===== config.mk =====
export PLATFORM = sky130hd
export DESIGN_NAME = instr_receive_flat
export DESIGN_NICKNAME = d
export VERILOG_FILES = /design/src/rtl/instr_receive_if.sv /design/src/rtl/instr_receive.sv /design/src/flat_wrapper.sv
export SDC_FILE = /design/constraint.sdc
export NUM_CORES = 1
export LEC_CHECK = 0
export BUFFER_PORTS_ARGS = -buffer_cell sky130_fd_sc_hd__buf_2
export CAP_MARGIN = 20
export CORE_ASPECT_RATIO = 1.5
export CORE_UTILIZATION = 40
export CTS_CLUSTER_DIAMETER = 120
export CTS_CLUSTER_SIZE = 10
export DETAILED_ROUTE_END_ITERATION = 6
export HOLD_SLACK_MARGIN = 0.12
export PLACE_DENSITY = 0.68
export REMOVE_ABC_BUFFERS = 1
export SYNTH_ARGS = -nofsm -noshare
export SYNTH_HDL_FRONTEND = slang
export SYNTH_SLANG_ARGS = --single-unit

===== constraint.sdc =====
create_clock -name r_clk -period 4.3 [get_ports r_clk]
set_clock_uncertainty 0.2 [all_clocks]
set_input_delay 0.645 -clock r_clk [delete_from_list [all_inputs] [get_ports r_clk]]
set_output_delay 0.645 -clock r_clk [all_outputs]
set_load 0.01 [all_outputs]

===== src/rtl/instr_receive_if.sv =====
// Receiver-side bundle: transmitter handshake (syn/ack/instr) and fetch-side
// show-ahead FIFO port (instr/valid/rd_en/count/done).
interface instr_receive_if #(
  parameter int unsigned IWIDTH = 32,
  parameter int unsigned FDEPTH = 8
);
  localparam int unsigned CW = $clog2(FDEPTH) + 1;

  logic              r_i_en;
  logic              r_o_syn;
  logic [IWIDTH-1:0] r_i_instr;
  logic              r_i_ack;
  logic [IWIDTH-1:0] r_o_instr;
  logic              r_o_valid;
  logic              r_i_rd_en;
  logic [CW-1:0]     r_o_count;
  logic              r_o_done;

  modport slave (
    input  r_i_en, r_i_instr, r_i_ack, r_i_rd_en,
    output r_o_syn, r_o_instr, r_o_valid, r_o_count, r_o_done
  );

  modport master (
    output r_i_en, r_i_instr, r_i_ack, r_i_rd_en,
    input  r_o_syn, r_o_instr, r_o_valid, r_o_count, r_o_done
  );
endinterface


===== src/rtl/instr_receive.sv =====
// Instruction receiver: level syn/ack fetch from the transmitter into a show-ahead FIFO.
// Optional stop-marker detection is enabled by defining RX_STOP_DETECT_EN.
module instr_receive #(
  parameter int unsigned       IWIDTH    = 32,
  parameter int unsigned       FDEPTH    = 8,
  parameter logic [IWIDTH-1:0] STOP_WORD = IWIDTH'(32'hFFFF_FFFF)
) (
  input logic            r_clk,
  input logic            r_rst,
  instr_receive_if.slave bus
);
  localparam int unsigned AW = $clog2(FDEPTH);
  localparam int unsigned CW = AW + 1;

  typedef enum logic [1:0] {IDLE, REQ, GAP} state_e;

  state_e            state_q;
  logic              syn_q;
  logic [IWIDTH-1:0] mem_q [FDEPTH];
  logic [AW-1:0]     wr_ptr_q;
  logic [AW-1:0]     rd_ptr_q;
  logic [CW-1:0]     count_q;
  logic [CW-1:0]     count_d;
  logic [CW-1:0]     count_next;
  logic              valid;
  logic              pop;
  logic              capture;
  logic              stop_hit;
  logic              wr_en;
  logic              done;

  assign valid      = (count_q != '0);
  assign pop        = bus.r_i_rd_en && valid;
  assign capture    = (state_q == REQ) && bus.r_i_ack;
  assign wr_en      = capture && !stop_hit;
  assign count_next = count_q - CW'(pop);
  assign count_d    = count_next + CW'(wr_en);

`ifdef RX_STOP_DETECT_EN
  logic done_q;

  assign stop_hit = capture && (bus.r_i_instr == STOP_WORD);
  assign done     = done_q;

  always_ff @(posedge r_clk or negedge r_rst) begin
    if (!r_rst) begin
      done_q <= 1'b0;
    end else if (stop_hit) begin
      done_q <= 1'b1;
    end
  end
`else
  logic unused_stop_word;

  assign stop_hit         = 1'b0;
  assign done             = 1'b0;
  assign unused_stop_word = ^STOP_WORD;
`endif

  // Room is judged on the post-pop count so a same-cycle pop can re-arm a full FIFO.
  always_ff @(posedge r_clk or negedge r_rst) begin
    if (!r_rst) begin
      state_q <= IDLE;
      syn_q   <= 1'b0;
    end else begin
      unique case (state_q)
        IDLE: begin
          if (bus.r_i_en && !done && (count_next < CW'(FDEPTH))) begin
            state_q <= REQ;
            syn_q   <= 1'b1;
          end
        end
        REQ: begin
          if (bus.r_i_ack) begin
            state_q <= GAP;
            syn_q   <= 1'b0;
          end
        end
        GAP: begin
          state_q <= IDLE;
          syn_q   <= 1'b0;
        end
        default: begin
          state_q <= IDLE;
          syn_q   <= 1'b0;
        end
      endcase
    end
  end

  always_ff @(posedge r_clk or negedge r_rst) begin
    if (!r_rst) begin
      wr_ptr_q <= '0;
      rd_ptr_q <= '0;
      count_q  <= '0;
    end else begin
      if (wr_en) begin
        wr_ptr_q <= wr_ptr_q + AW'(1);
      end
      if (pop) begin
        rd_ptr_q <= rd_ptr_q + AW'(1);
      end
      count_q <= count_d;
    end
  end

  always_ff @(posedge r_clk) begin
    if (wr_en) begin
      mem_q[wr_ptr_q] <= bus.r_i_instr;
    end
  end

  assign bus.r_o_syn   = syn_q;
  assign bus.r_o_valid = valid;
  assign bus.r_o_count = count_q;
  assign bus.r_o_done  = done;
  assign bus.r_o_instr = valid ? mem_q[rd_ptr_q] : '0;

  // Only one word is ever outstanding, so a capture always finds room.
  a_no_overflow: assert property (@(posedge r_clk) disable iff (!r_rst)
    wr_en |-> (count_next < CW'(FDEPTH)));

  a_syn_in_req: assert property (@(posedge r_clk) disable iff (!r_rst)
    syn_q == (state_q == REQ));
endmodule

===== src/flat_wrapper.sv =====
// flat-port wrapper written by rule: the top's interface ports become plain ports
module instr_receive_flat 
#(
  parameter int unsigned       IWIDTH    = 32,
  parameter int unsigned       FDEPTH    = 8,
  parameter logic [IWIDTH-1:0] STOP_WORD = IWIDTH'(32'hFFFF_FFFF)
)
  (r_clk, r_rst, bus_r_i_en, bus_r_i_instr, bus_r_i_ack, bus_r_i_rd_en, bus_r_o_syn, bus_r_o_instr, bus_r_o_valid, bus_r_o_count, bus_r_o_done);
  instr_receive_if #(.IWIDTH(IWIDTH), .FDEPTH(FDEPTH)) bus_i ();
  input logic r_clk;
  input logic r_rst;
  input wire logic [$bits(bus_i.r_i_en)-1:0] bus_r_i_en;
  input wire logic [$bits(bus_i.r_i_instr)-1:0] bus_r_i_instr;
  input wire logic [$bits(bus_i.r_i_ack)-1:0] bus_r_i_ack;
  input wire logic [$bits(bus_i.r_i_rd_en)-1:0] bus_r_i_rd_en;
  output wire logic [$bits(bus_i.r_o_syn)-1:0] bus_r_o_syn;
  output wire logic [$bits(bus_i.r_o_instr)-1:0] bus_r_o_instr;
  output wire logic [$bits(bus_i.r_o_valid)-1:0] bus_r_o_valid;
  output wire logic [$bits(bus_i.r_o_count)-1:0] bus_r_o_count;
  output wire logic [$bits(bus_i.r_o_done)-1:0] bus_r_o_done;
  assign bus_i.r_i_en = bus_r_i_en;
  assign bus_i.r_i_instr = bus_r_i_instr;
  assign bus_i.r_i_ack = bus_r_i_ack;
  assign bus_i.r_i_rd_en = bus_r_i_rd_en;
  assign bus_r_o_syn = bus_i.r_o_syn;
  assign bus_r_o_instr = bus_i.r_o_instr;
  assign bus_r_o_valid = bus_i.r_o_valid;
  assign bus_r_o_count = bus_i.r_o_count;
  assign bus_r_o_done = bus_i.r_o_done;
  instr_receive #(.IWIDTH(IWIDTH), .FDEPTH(FDEPTH), .STOP_WORD(STOP_WORD)) u_core (.r_clk(r_clk), .r_rst(r_rst), .bus(bus_i));
endmodule

==> qor.yml, run 1 <==
status: "finished, final reports clean"
path_clk_slew_ns: 0.06
min_period_over_period_pct: 83.7
netlist_instances: 437
seqPwrFrac_pct: 42.0
finalWirelength_mm: 20.1
maxSlewHeadroom_pct: 34.8
dieHeight_um: 198
avgSynthCellArea_um2: 23.4
track_usage_pct: 15.8
crit_slowest_cell: "dfrtp_2"
grt_max_degree: 39
p_comb_share_pct: 28.6
syn_area_mm2: 0.0102
power.total_w: 0.00775
cts_buffers: 30
die_area_mm2: 0.0262
io_buffers: 74
synthToLayoutAreaGrowth_pct: 17.1
arrival_ns: 2.75
postCtsSetupBuffers: 0
setup_viol: 0
design_area_mm2: 0.0120
num_io_pins: 76
crit_chain: "buf_4 -> mux4_2 -> a22o_1 -> buf_2"
reg2reg_depth: 4
critPathLaunchType: "flop"
grt_overflow_total: 0
antenna_found_initial: 3
firstDrtPassIters: 4
wl_per_cell_um: 22.6
internal_power_w: 0.00551
place_area_mm2: 0.0111
irDropWorstVdd_v: 0.000287
rsz0062_at_grt: "false"
ys_warn_count: 0
h-tree-depth: 1
whs_ns: 0.158
hp-class: "in2reg"
hold_violations: 0
gp_congestion: 0.692
worst_slew_pin_slew_ns: 0.978
drive_gt1_share_pct: 35.8
clockBufferDepth: 3
r2r-start: "u_core.state_q[1]"
fin_nets: 578
core_mm2: 0.0251
vias: 4750
endpoint_kind: "output pin"
drtAntennaViolNets: 0
max_stage_delay_ns: 1.01
min_period_ns: 3.60
cts_sinks: 268
regArea_mm2: 0.00799
finalMaxSlewViolations: 0
grt_pass1_wl_mm: 30.9
start_util_pct: 40.7
maxCapViolCount: 0
drt_iter0_markers: 387
cts_root_buffer: "clkbuf_16"
r2r-end: "u_core.mem_q[2][30]"
post_cts_resized: 0
ys_types: 27
r2r_setup_slack_ns: 1.72
hold_path_startpoint: "bus_r_i_instr[16]"
critical_path_class: "reg2out"
power_leakage_nw: 3.98
cts_tree: "done"
clk_latency_ns: 0.55
dp.final_hpwl_mm: 11.8
power_density_mw_per_mm2: 647
seq_area_frac_synth_pct: 78.1
worstPathMaxFanout: 38
fmax_ghz: 0.278
fin_tns_setup_ns: 0
power.share.clock_pct: 29.3
final_common_cell: "edfxtp_1"
worst-endpoint-required_ns: 3.45
whs_endpoint: "u_core.mem_q[4][16]"
min_path_cells: 1
p_sw_share_pct: 28.9
die_x_um: 133
synth-seq-cells: 268
row_count: 71
avgViaCountPerCell: 5.35
drc: 0
grt_pass1_vias: 5172
fillCellCount: 2004
mostFrequentLayoutCells: "edfxtp_1, buf_2, mux4_2, a22o_1, clkbuf_16"
multi_input_area_mm2: 0.00211
p_sw_w: 0.00224
-- power by group through the flow --
stage	Clock (W)	Combinational, W	Sequential [W]
after global routing	0.00241	0.00238	0.00329
after global placement	0	0.00219	0.00330
after floorplan	0	0.00136	0.00340
after CTS	0.00232	0.00225	0.00326
final	0.00227	0.00222	0.00326
after detailed placement	0	0.00224	0.00331
-- final cells by class --
cell class                      instances  area share (%)
Sequential cell                       268            66.7
Multi-Input combinational cell        139            17.6
Clock buffer                           55            7.23
Timing Repair Buffer                   91            4.83
Tap cell                              328            3.43
Inverter                                5           0.157
Clock inverter                          1          0.0313
Antenna cell                            1          0.0209
-- timing repair --
item / 4_1_cts / 5_1_grt
hold endpoints to repair: 13 / 0
endpoints found under the setup margin: 0 / 0
hold buffers: 2 / 0
-- registers in the layout, summed over array words and instances (netlist names) --
register	flops
u_core.rd_ptr_q	3
u_core.state_q	2
u_core.bus.r_o_count	4
u_core.mem_q	256
u_core.wr_ptr_q	3
-- per-stage QoR --
step	setup WS, ns	instances	utilization [%]
floorplan	-0.0720	412	-
global placement	1.30	828	44.0
detailed placement	1.26	828	44.0
CTS	0.656	886	47.6
global route	0.583	887	47.6
finish	0.702	888	47.6
-- metal layers --
| layer | global-route usage [%] | vias up | wire, µm |
|---|---|---|---|
| met2 | 28.0 | 120 | 10800 |
| met1 | 19.4 | 2537 | 7790 |
| met4 | 6.05 | 4 | 503 |
| met3 | 2.61 | 37 | 940 |
| li1 | - | 2052 | - |
| met5 | 0 | - | 23 |
-- critical path: cells and delay by family (launching register included) --
kind                   cells  cell delay (ns)
AOI/OAI and AO/OA          1             0.25
buffers and inverters      2             0.57
muxes                      1             0.36
DFF                        1             1.01
-- worst max path at each step --
| stage | from | to | slack (ns) | cells after the start |
|---|---|---|---|---|
| floorplan | u_core.rd_ptr_q[0] | bus_r_o_instr[0] | -0.07 | 2 |
| global placement | u_core.rd_ptr_q[1] | bus_r_o_instr[23] | 1.30 | 4 |
| detailed placement | u_core.rd_ptr_q[1] | bus_r_o_instr[0] | 1.26 | 4 |
| CTS | u_core.rd_ptr_q[1] | bus_r_o_instr[0] | 0.66 | 4 |
| global route | u_core.rd_ptr_q[1] | bus_r_o_instr[0] | 0.58 | 4 |
| finish | u_core.rd_ptr_q[1] | bus_r_o_instr[29] | 0.70 | 4 |
-- cells in the mapped netlist, drive strengths merged --
cell type	number	share of area (%)
a22o	32	2.7
a31o	1	0.086
and2	1	0.086
and3b	2	0.17
buf	19	1.5
clkbuf	6	0.22
conb	1	0.037
dfrtp	12	2.9
edfxtp	256	75
ha	6	0.73
inv	5	0.18
mux2	2	0.22
mux4	64	14
nand2	4	0.15
nand2b	3	0.18
nand3	1	0.049
nor2	7	0.26
nor2b	1	0.061
nor3	2	0.098
nor3b	3	0.22
or4	1	0.11
xnor2	7	0.60
xor2	1	0.086
-- cell families (layout without fill, tap and decap cells) --
family                   after synthesis  after routing  synth area share (%)
flip-flops                           268            268                  78.1
AO/OA/AOI/OAI                         33             33                  2.83
XOR/XNOR                               8              8                 0.685
AND/OR/NAND/NOR                       25             25                  1.38
adder cells (fa/ha/maj)                6              6                 0.734
multiplexers                          66             66                  14.3
buffers and inverters                 30            152                  1.93
other                                  1              2                0.0367
Note: power is estimated with default switching activity, not from simulation.
==> inputs of run 2 (changes only) <==
ABC_AREA = 1   (was default)
PLACE_DENSITY = 0.7   (was 0.68)
clock period = 3.3 ns   (was 4.3 ns; I/O delays follow)
==> run 2 against run 1 <==
Net effect: total power rose by 41%; cell area rose by 16%; via count rose by 67%; non-clock buffer count rose by 39; sequential share of layout area fell by 9.1 points; combinational power rose by 73%.
==> qor.yml, run 2 <==
hold_violations: 0  # unchanged
clockBufferDepth: 3  # unchanged
wl_per_cell_um: 14.7  # -35%
drt_iter0_markers: 784  # +100%
netlist_instances: 1184  # +170%
drive_gt1_share_pct: 10.8  # -25 points
rsz0062_at_grt: "false"
die_x_um: 142  # +7.2%
synth_flop_cell: "edfxtp_1"
io_buffers: 74  # unchanged
grt_max_degree: 66  # +69%
preCtsSetupSlack_ns: 0.657  # -0.599 ns
place_area_mm2: 0.0127  # +15%
min_period_over_period_pct: 94.7
num_io_pins: 76  # unchanged
critPathLaunchType: "flop"
h-tree-depth: 1  # unchanged
largest_reg_flops: 256  # unchanged
status: "finished, final reports clean"
fin_nets: 1336  # +130%
yosysTopAreaCell: "edfxtp_1"
maxCapViolCount: 0  # unchanged
hp-class: "in2async"
core_mm2: 0.0288  # +15%
synth_top_cells_by_area: "edfxtp_1, nand2_1, inv_1, nand3_1, dfrtp_1"
fillCellCount: 2494  # +24%
cts_tree: "done"
maxSlewHeadroom_pct: 51.1  # +16 points
firstDrtPassIters: 5  # +1
drc: 0  # unchanged
worstPathMaxFanout: 65  # +71%
power_leakage_nw: 6.30  # +58%
seq_area_frac_synth_pct: 67.8  # -10 points
async_flop_share_pct: 4.48  # unchanged
design_area_mm2: 0.0139  # +16%
n_antenna_cell: 0  # -1
endpoint_kind: "output pin"
fin_ws_ns: 0.176  # -0.526 ns
clk_latency_ns: 0.55  # about the same
min_period_ns: 3.12
row_count: 76  # +7.0%
postCtsSetupBuffers: 0  # unchanged
grt_pass1_wl_mm: 39.9  # +29%
ys_types: 20  # -26%
gp_congestion: 0.758  # +9.5%
postLayoutCoreUtil_pct: 48.2  # +0.52 points
worst_slew_pin_slew_ns: 0.733  # -0.245 ns
final_common_cell: "nand2_1"
fin_tns_setup_ns: 0  # unchanged
ys_warn_count: 0  # unchanged
mostFrequentLayoutCells: "nand2_1, inv_1, edfxtp_1, nand3_1, buf_2"
cts_sinks: 268  # unchanged
dp.final_hpwl_mm: 14.2  # +21%
critical_path_class: "reg2out"
dieHeight_um: 212  # +7.3%
vias: 7939  # +67%
syn_area_mm2: 0.0118  # +15%
fmax_ghz: 0.320
avgViaCountPerCell: 4.68  # -12%
synth-seq-cells: 268  # unchanged
start_util_pct: 40.9  # +0.21 points
top_register: "u_core.mem_q"
finalMaxSlewViolations: 0  # unchanged
synth_edf_count: 256  # unchanged
power_density_mw_per_mm2: 787  # +22%
avgSynthCellArea_um2: 9.95  # -57%
synthToLayoutAreaGrowth_pct: 17.8
synth_most_common_cell: "nand2_1"
path_clk_slew_ns: 0.06  # about the same
grt_pass1_vias: 8089  # +56%
r2r-start: "u_core.bus.r_o_count[2]"
synth_commonest_cells: "nand2_1, inv_1, edfxtp_1, nand3_1, nor2_1"
startpoint: "u_core.rd_ptr_q[0]"
grt_overflow_total: 0  # unchanged
drtAntennaViolNets: 0  # unchanged
arrival_ns: 2.43  # -0.32 ns
synth_top_area_share_pct: 65.2  # -9.9 points
die_area_mm2: 0.0302  # +15%
cts_root_buffer: "clkbuf_16"
cts_buffers: 30  # unchanged
setup_viol: 0  # unchanged
finalWirelength_mm: 25.0  # +24%
irDropWorstVdd_v: 0.000449  # +56%
antenna_found_initial: 0  # -3
worst-endpoint-required_ns: 2.60  # -0.85 ns
track_usage_pct: 17.1  # +1.3 points
-- run 2: cell count changes after synthesis, moves of 33 or more --
cell	before	now
buf_2	8	41
inv_1	5	267
mux4_2	64	0
nand2_1	4	337
nand3_1	1	163
nor2_1	7	73
-- run 2: routing by layer --
metal	GRT usage, %	share of wire (%)	vias to the layer above
li1	-	-	3908
met1	19.5	39	3774
met2	32.2	54	216
met3	2.23	4.6	41
met4	6.45	2.2	0
met5	0	0	-
-- run 2: path summary, 6_finish.rpt --
check                                          end  slack [ns]  cells past startpoint
setup / recovery                 bus_r_o_instr[27]        0.18                      7
hold / removal             u_core.bus.r_o_count[1]        0.17                      2
setup reg to reg                 u_core.state_q[0]        0.50                     10
hold reg to reg                 u_core.wr_ptr_q[0]        0.34                      2
max in group asynchronous       u_core.rd_ptr_q[0]        2.47                      2
min in group r_clk              u_core.wr_ptr_q[0]        0.34                      2
-- run 2: logic make-up (layout without fill, tap and decap cells) --
group           Yosys count  after routing  share of synthesized area, %
other cells               1              1                        0.0318
buf+inv                 321            443                          10.7
flops                   268            268                          67.8
simple gates            578            578                          20.3
fa+ha+maj                 6              6                         0.637
xor+xnor                  5              5                         0.372
compound gates            5              5                         0.223
-- run 2: report_power, final --
part	internal (W)	switching, W	total, W
sequential	0.00400	0.000185	0.00419
combinational	0.00130	0.00254	0.00384
clock	0.00169	0.00120	0.00289
total	0.00700	0.00393	0.0109
-- run 2: repair_timing --
| action | 4_1_cts | 5_1_grt |
|---|---|---|
| resized for setup | 0 | 1 |
| endpoints found under the hold margin | 273 | 0 |
| endpoints found under the setup margin | 0 | 6 |
| hold buffers | 36 | 0 |
-- run 2: cell type report --
class | count | area, µm² | share of cell area [%]
flip-flops and latches | 268 | 7990 | 57.6
multi-input cells | 595 | 2590 | 18.7
inverters | 268 | 1010 | 7.27
repair buffers | 130 | 968 | 6.98
clock buffers | 44 | 825 | 5.94
well taps | 390 | 488 | 3.52
clock inverters | 1 | 3.75 | 0.0270
-- run 2: metrics by stage --
step	total power, W	hold slack (ns)	instances
finish	0.0109	0.166	1696
floorplan	0.00663	-0.000591	1131
global placement	0.00801	0.193	1615
global route	0.0116	0.180	1696
CTS	0.0110	0.146	1696
detailed placement	0.00808	0.195	1615
-- run 2: worst max-delay path, stage by stage (launching register included) --
cell and delay (ns):
dfrtp_4 0.57, buf_4 0.65, nand2_1 0.16, nand3_1 0.13, nand3_1 0.09, nand2_1 0.07
nor2_1 0.05, buf_2 0.14
==> inputs of run 3 (changes only) <==
clock period = 2.55 ns   (was 3.3 ns; I/O delays follow)
==> run 3 against run 2 <==
Net effect: the flow now finishes with violations (setup timing); first-iteration DRC count decreased by 26%; clock-buffer cell count unchanged; core utilization increased by 3.1 points; total power increased by 45%; critical path depth increased by 1; wire length increased by 10%; sequential cell count unchanged; worst setup slack got worse by 0.29 ns; sequential power increased by 29%; via count increased by 4.3%; global-route usage increased by 0.39 points; sequential share of layout area decreased by 3.5 points.
==> qor.yml, run 3 (synthesis gave the netlist of run 2 again) <==
cts_buffers: 30  # unchanged
critical_path_class: "reg2out"
fmax_ghz: 0.375
fin_tns_setup_ns: -0.616  # -0.616 ns
dieHeight_um: 212  # unchanged
grtUsageMet3_pct: 2.36  # +0.14 points
h-tree-depth: 1  # unchanged
cts_root_buffer: "clkbuf_16"
die_area_mm2: 0.0302  # unchanged
gp_congestion: 0.791  # +4.4%
finalMaxSlewViolations: 0  # unchanged
min_period_ns: 2.67
cts_tree: "done"
num_io_pins: 76  # unchanged
power.share.clock_pct: 23.4  # -3.1 points
use_met2_pct: 33.2  # +1.0 points
status: "finished, violations left"
fin_ws_ns: -0.116  # -0.292 ns
power.total_w: 0.0158  # +45%
cts_sinks: 268  # unchanged
grt_pass1_wl_mm: 40.1  # +0.60%
io_buffers: 74  # unchanged
drive_gt1_share_pct: 17.1  # +6.3 points
placedCellCount: 1620  # +0.31%
p_sw_w: 0.00569  # +45%
maxCapViolCount: 0  # unchanged
fin_nets: 1361  # +1.9%
clk_latency_ns: 0.55  # about the same
setup_viol: 19  # +19
synthToLayoutAreaGrowth_pct: 25.4
hp-class: "reg2reg"
top_register: "u_core.mem_q"
violations: "setup timing"
p_comb_share_pct: 42.3  # +7.1 points
grt_max_degree: 44  # -33%
dp.final_hpwl_mm: 13.7  # -3.3%
path_clk_slew_ns: 0.06  # about the same
wl_per_cell_um: 16.0  # +8.6%
core_mm2: 0.0288  # unchanged
power_density_mw_per_mm2: 1070  # +36%
final_common_cell: "nand2_1"
worst_slew_pin_slew_ns: 0.605  # -0.128 ns
drt_iter0_markers: 577  # -26%
firstDrtPassIters: 5  # unchanged
irDropWorstVdd_v: 0.000584  # +30%
endpoint_kind: "output pin"
mostFrequentLayoutCells: "nand2_1, inv_1, edfxtp_1, nand3_1, buf_2"
min_path_cells: 2
finalWirelength_mm: 27.5  # +10%
arrival_ns: 2.08  # -0.35 ns
worst-endpoint-required_ns: 1.97  # -0.63 ns
use_met1_pct: 19.1  # -0.41 points
power_leakage_nw: 6.66  # +5.8%
hold_violations: 0  # unchanged
track_usage_pct: 17.5  # +0.39 points
finalNonFillerCells: 1722  # +1.5%
drtAntennaViolNets: 0  # unchanged
gr-max-usage-layer: "met2"
start_util_pct: 40.9  # unchanged
antenna_found_initial: 1  # +1
grt_overflow_total: 0  # unchanged
grt_pass1_vias: 7939  # -1.9%
drc: 0  # unchanged
avgViaCountPerCell: 4.81  # +2.7%
vias: 8280  # +4.3%
worstPathMaxFanout: 8  # -88%
reg2reg_depth: 10  # unchanged
clockBufferDepth: 3  # unchanged
die_x_um: 142  # unchanged
maxSlewHeadroom_pct: 59.5  # +8.4 points
min_period_over_period_pct: 105
p_sw_share_pct: 36.0  # +0.063 points
seqPwrFrac_pct: 34.3  # -4.0 points
rsz0062_at_grt: "true"
row_count: 76  # unchanged
critPathLaunchType: "flop"
internal_power_w: 0.0101  # +44%
largest_reg_flops: 256  # unchanged
[run 3: final timing paths]
| check | from | to | slack [ns] |
|---|---|---|---|
| max | u_core.rd_ptr_q[0] | bus_r_o_instr[17] | -0.12 |
| min | u_core.wr_ptr_q[0] | u_core.wr_ptr_q[0] | 0.35 |
| max reg2reg | u_core.bus.r_o_count[1] | u_core.state_q[0] | 0.12 |
| min reg2reg | u_core.wr_ptr_q[0] | u_core.wr_ptr_q[0] | 0.35 |
| max in group asynchronous | r_rst | u_core.rd_ptr_q[0] | 1.00 |
| min in group asynchronous | r_rst | u_core.bus.r_o_count[0] | 0.69 |
[run 3: worst max-delay path, stage by stage, from the launching register on]
cell       delay (ns)
dfrtp_4          0.55
buf_12           0.19
clkbuf_16        0.16
nand2_1          0.06
nand3_1          0.08
nand3_1          0.09
nand2_1          0.07
nor2_2           0.18
buf_2            0.16
[run 3: metal layers]
metal	up-vias	share of wire (%)
met5	-	0
met4	0	2.6
met3	47	5.8
met2	284	54
met1	3981	38
li1	3968	-
[run 3: area by class of cell]
cell class              count  area, µm²
fillers                  2347      14000
flip-flops and latches    268       8000
multi-input cells         595       2820
repair buffers            155       1630
inverters                 268       1020
clock buffers              44        825
well taps                 390        488
clock inverters             1       3.75
diodes                      1       2.50
[run 3: repair_timing]
action                     4_1_cts  5_1_grt
resized for setup               45       56
hold endpoints to repair       274        0
gates cloned                     4        9
hold buffers                    37        0
setup buffers                    6        0
setup endpoints to repair       32       33
pin swaps                        9       27
[run 3: power by group through the flow]
| stage | Sequential (W) | Combinational (W) | Clock [W] |
|---|---|---|---|
| final | 0.00541 | 0.00668 | 0.00370 |
| after global routing | 0.00543 | 0.00724 | 0.00393 |
| after CTS | 0.00539 | 0.00594 | 0.00376 |
| after detailed placement | 0.00554 | 0.00513 | 0 |
| after global placement | 0.00553 | 0.00503 | 0 |
| after floorplan | 0.00577 | 0.00281 | 0 |
[run 3: stage by stage]
stage               utilization (%)  setup slack, ns  area (µm²)  hold WS (ns)
global route                   51.3           -0.192       14800         0.392
detailed placement             44.6            0.269       12800        0.0878
global placement               44.6            0.304       12800        0.0810
CTS                            49.8          -0.0472       14400         0.346
finish                         51.3           -0.116       14800         0.348
floorplan                         -            -2.39       11500        -0.113
